### config.mk
export PLATFORM = sky130hd
export DESIGN_NAME = bus_arbiter
export DESIGN_NICKNAME = d
export VERILOG_FILES = /design/src/rtl/bus_arbiter.sv
export SDC_FILE = /design/constraint.sdc
export NUM_CORES = 1
export LEC_CHECK = 0
export ABC_AREA = 0
export CAP_MARGIN = 25
export CORE_AREA = 2 2 141 143
export DETAILED_ROUTE_END_ITERATION = 7
export DIE_AREA = 0 0 143 145
export PLACE_DENSITY = 0.49
export REMOVE_ABC_BUFFERS = 1
export SKIP_CTS_REPAIR_TIMING = 1
export SLEW_MARGIN = 20
export SYNTH_ARGS = -nofsm -noshare
export SYNTH_HDL_FRONTEND = slang
export SYNTH_SLANG_ARGS = --single-unit
### constraint.sdc
create_clock -name clk_i -period 2.75 [get_ports clk_i]
set_input_delay 0.275 -clock clk_i [delete_from_list [all_inputs] [get_ports clk_i]]
set_output_delay 0.275 -clock clk_i [all_outputs]
set_load 0.1 [all_outputs]
### src/rtl/bus_arbiter.sv
// bus_arbiter: three-master round-robin arbiter in front of one shared
// Wishbone-style slave bus. It adds one dead cycle between owners, gives no
// pre-emption, and raises a per-master error on a decoder fault or on a
// strobe timeout.
module bus_arbiter #(
    parameter int TIMEOUT = 255
) (
    input  logic        clk_i,
    input  logic        rst_i,
    input  logic [2:0]  m_cyc_i,
    input  logic [2:0]  m_stb_i,
    input  logic [2:0]  m_we_i,
    input  logic [95:0] m_adr_i,
    input  logic [95:0] m_dat_i,
    input  logic [11:0] m_sel_i,
    output logic [2:0]  m_ack_o,
    output logic [2:0]  m_err_o,
    output logic [31:0] m_dat_o,
    output logic        s_cyc_o,
    output logic        s_stb_o,
    output logic        s_we_o,
    output logic [31:0] s_adr_o,
    output logic [31:0] s_dat_o,
    output logic [3:0]  s_sel_o,
    input  logic [31:0] s_dat_i,
    input  logic        s_ack_i,
    input  logic        fault_i,
    output logic [2:0]  grant_o
);

    localparam int NUM_M = 3;
    localparam int AW    = 32;
    localparam int DW    = 32;
    localparam int SW    = 4;
    // The last waiting cycle before a timeout. The error fires on the
    // TIMEOUT-th strobe cycle that has no response.
    localparam logic [7:0] TMO_LAST = 8'(TIMEOUT - 1);

    typedef enum logic {IDLE, OWNED} state_t;

    state_t           state_q, state_d;
    logic [NUM_M-1:0] grant_q, grant_d;
    logic [1:0]       last_q,  last_d;
    logic [7:0]       wait_q,  wait_d;

    logic             stb_raw;
    logic             bus_ack;
    logic             bus_err;
    logic [1:0]       cand;
    logic             found;

    // State register: FSM state, one-hot owner, round-robin pointer, wait counter
    always_ff @(posedge clk_i) begin
        if (rst_i) begin
            state_q <= IDLE;
            grant_q <= '0;
            last_q  <= 2'd2;
            wait_q  <= '0;
        end else begin
            state_q <= state_d;
            grant_q <= grant_d;
            last_q  <= last_d;
            wait_q  <= wait_d;
        end
    end

    // Next state: the IDLE state does a round-robin pick starting after last.
    // The OWNED state releases the bus when the owner drops cyc.
    always_comb begin
        state_d = state_q;
        grant_d = grant_q;
        last_d  = last_q;
        wait_d  = '0;
        cand    = '0;
        found   = 1'b0;
        case (state_q)
            IDLE: begin
                for (int i = 1; i <= NUM_M; i++) begin
                    cand = 2'((int'(last_q) + i) % NUM_M);
                    if (!found && m_cyc_i[cand]) begin
                        found          = 1'b1;
                        state_d        = OWNED;
                        grant_d        = '0;
                        grant_d[cand]  = 1'b1;
                        last_d         = cand;
                    end
                end
            end
            OWNED: begin
                if (!(|(m_cyc_i & grant_q))) begin
                    state_d = IDLE;
                    grant_d = '0;
                end else if (s_stb_o && !bus_ack && !bus_err) begin
                    wait_d = wait_q + 8'd1;
                end
            end
            default: begin
                state_d = IDLE;
                grant_d = '0;
            end
        endcase
    end

    // Outputs: mux the owner's request onto the shared bus. A fault masks
    // the strobe toward the slave and turns the cycle into an error.
    always_comb begin
        stb_raw = 1'b0;
        s_we_o  = 1'b0;
        s_adr_o = '0;
        s_dat_o = '0;
        s_sel_o = '0;
        for (int k = 0; k < NUM_M; k++) begin
            if (grant_q[k]) begin
                stb_raw = m_stb_i[k];
                s_we_o  = m_we_i[k];
                s_adr_o = m_adr_i[AW*k +: AW];
                s_dat_o = m_dat_i[DW*k +: DW];
                s_sel_o = m_sel_i[SW*k +: SW];
            end
        end
        s_cyc_o = (state_q == OWNED);
        s_stb_o = stb_raw & ~fault_i;
        bus_ack = s_stb_o & s_ack_i;
        // An ack that lands on the timeout cycle wins, so the timeout requires no ack.
        bus_err = (stb_raw & fault_i) |
                  (s_stb_o & ~s_ack_i & (wait_q == TMO_LAST));
        m_ack_o = grant_q & {NUM_M{bus_ack}};
        m_err_o = grant_q & {NUM_M{bus_err}};
        m_dat_o = s_dat_i;
        grant_o = grant_q;
    end

endmodule

==> impl_results.md <==
* Status: finished, final reports clean
* Largest net degree at the start of global routing at 80
* Static Leak at between 2 and 2.5 nW
* Total power draw at slightly below 0.01 W
* HP Class: reg -> reg
* Final nets at 885
* Routed WL at 15800 um
* Clock Pin Slew Worst Setup and Hold Paths at about 0.050 ns
* Avg WL per Cell at around 18 um
* Cell area after synthesis at 2500 sq um
* Most common cell in the netlist: nand2_1
* Die area at 20700 sq um
* Port buffer count at around 300
* Seq/Total Area, Yosys at 11.2%
* Post-Syn Instances at between 300 and 400
* GR Layer Usage met1 at between 10% and 20%
* Antenna viol nets, final at 0
* Slew at the pin with the worst max-slew slack at slightly below 0.6 ns
* Vias at 3824
* Final setup skew at around 0.0035 ns
* Initial antenna violation count at 1
* First-pass GRT wire length at around 23000 um
* CTS tree: built
* Worst slew margin at between 60% and 70%
* Crit path time final at roughly 2.3 ns
* Grt peak-use layer: met2
* Post-synth EDFFs at 0
* Final RePlAce weighted congestion at approximately 0.84
* Logic pwr share at between 90% and 100%
* Yosys cell types at between 40 and 50
* Post-synth top flop: dfxtp_1
* Die Wd at between 100 and 150 um
* Root buf cell: clkbuf_16
* Sequential power share at 3.4%
* Num rows at between 50 and 60
* Initial Util at 13.0%
* VDD IR max at ~0.59 mV
* Endpoints failing setup at 0
* RSZ-0062 raised after global routing: false
* P_int at 0.00342 W
* Post-DP HPWL at between 10000 and 15000 um
* Final Cycle Share at between 80 and 90%
* Sw Share at between 60% and 70%
* Area share of the largest cell type after synthesis at a little over a fifth
* CP Launch Type: flip-flop
* Clock Path Buffers at 2
* Post-route DRC at 0
* Slew Viols, Final at 0
* Fin util at about a third
* CP arrival at between 2 and 2.5 ns
* HP Start: wait_q[0]
* RR Startpoint: last_q[0]
* Fillers at around 2.0k
* Fin Hold WS at ~0.47 ns
* Fmax achieved at 430 MHz
* Worst Setup SP: grant_o[0]
* Sink Count at 14
* Syn Area/Cell at 6.41 sq um
* Final Hold Vio Count at 0
* DR iter-0 viols at around 110
* Pwr/cell area at approximately 1500 nW/um^2
* Crit. End Element: output port
* Most frequent cells after synthesis: nand2_1 (73), o21ai_0 (72), a22oi_1 (70)
* Kind of critical path: reg -> out
* GR Util met3 at 5.35%
* H-tree levels at 1
* Top cells by area, synth: a22oi_1 (21%), o21ai_0 (14%), dfxtp_1 (11%)
* Seq cells post-synth at 14
* Total GRT Usage at between 10% and 20%
* Routing usage on met2 at 25.2%
* Ports at 361
* Max cap viols at 0
* Ys async rst share at 0%
* Layout cells sized above 1 at roughly 16%
* Vias in the first global route at 3928
* Switching pwr at around 0.0063 W
* Layout Area Growth over Synthesis at 152%
* Cell taking the most area after synthesis: a22oi_1
* DR pass1 iterations at 4
* Worst EP required at between 2 and 2.5 ns
* Core Area at around 19000 sq um
* Total grt overflow at 0
* Crit path max fanout at 32
* Vias per cell at 4.27
* Skew-Pair Late Insertion Delay at about 0.24 ns
* Clock network power share at between 3 and 4%
* Num CTS Buffers at 3
* Die H at approximately 150 um
* Synth warn at 0
[layout by cell type, fill, tap and decap left out, drive strengths merged, types with 2 or more instances in the layout]
master,Yosys,layout
clkdlybuf4s50,0,216
buf,40,86
nand2,74,74
o21ai,74,74
a22oi,70,70
nor2,17,17
dfxtp,14,14
inv,7,7
ha,6,6
nand3,5,5
nand2b,4,4
and3,4,4
and2,4,4
a21oi,4,4
clkbuf,27,4
nand4,3,3
mux2i,3,3
xnor2,3,3
xor2,3,3
nor3,2,2
a21boi,2,2
nand3b,2,2
o211a,2,2
o21a,2,2
o211ai,2,2
[state kept, by name, summed over array words and instances (netlist names)]
signal,count
grant_o,3
s_cyc_o,1
wait_q,8
last_q,2
[per-layer routing]
layer / wire length (um) / vias up / share of wire [%]
met2: 7830 / 177 / 50
met4: 127 / 2 / 0.80
met5: 46 / - / 0.29
met1: 6060 / 1774 / 38
met3: 1730 / 8 / 11
li1: - / 1863 / -
[worst max-delay path, cell delays in order (launching register included)]
cell and delay [ns]:
dfxtp_1 0.41, inv_1 0.14, nor2_4 0.13, buf_4 0.36, a22oi_1 0.11, o21ai_0 0.39
buf_12 0.23
[power by group through the flow]
stage,Sequential (W),Combinational [W],Clock (W)
finish,0.000333,0.00909,0.000298
detailed placement,0.000337,0.00913,0
global placement,0.000337,0.00909,0
CTS,0.000334,0.00915,0.000302
floorplan,0.000686,0.00530,0
global route,0.000345,0.00941,0.000315
[worst paths after layout]
check                     to  slack, ns  cells after the start
setup / recovery  s_adr_o[7]       0.43                      6
hold / removal     wait_q[0]       0.47                      1
setup reg to reg  grant_o[0]       0.73                      6
hold reg to reg    wait_q[0]       0.47                      1
[logic make-up after synthesis]
group | synth area share [%]
DFF | 11.2
xor gates and xnor gates | 2.10
buffers and inverters | 16.9
and+or+nand+nor | 22.6
adders and majority gates | 3.00
AOI/OAI and AO/OA | 43.0
muxes | 1.20
[cell type report]
cell class	count	area, sq um	share of cell area, %
antenna	1	2.50	0.0397
clock buffer	4	88.8	1.41
inverter	7	26.3	0.417
multi-input combinational	302	1800	28.7
sequential	14	285	4.53
tap	265	332	5.27
timing repair buffer	302	3760	59.7
[through the flow]
stage	instances	TNS [ns]	area [sq um]	setup slack (ns)
final	895	0	6300	0.425
after global routing	895	0	6300	0.296
after CTS	894	0	6290	0.385
after detailed placement	890	0	6210	0.642
after global placement	890	0	6210	0.683
after floorplan	323	-287.73	2100	-3.67
No activity file was read; power rests on OpenSTA's default activity.
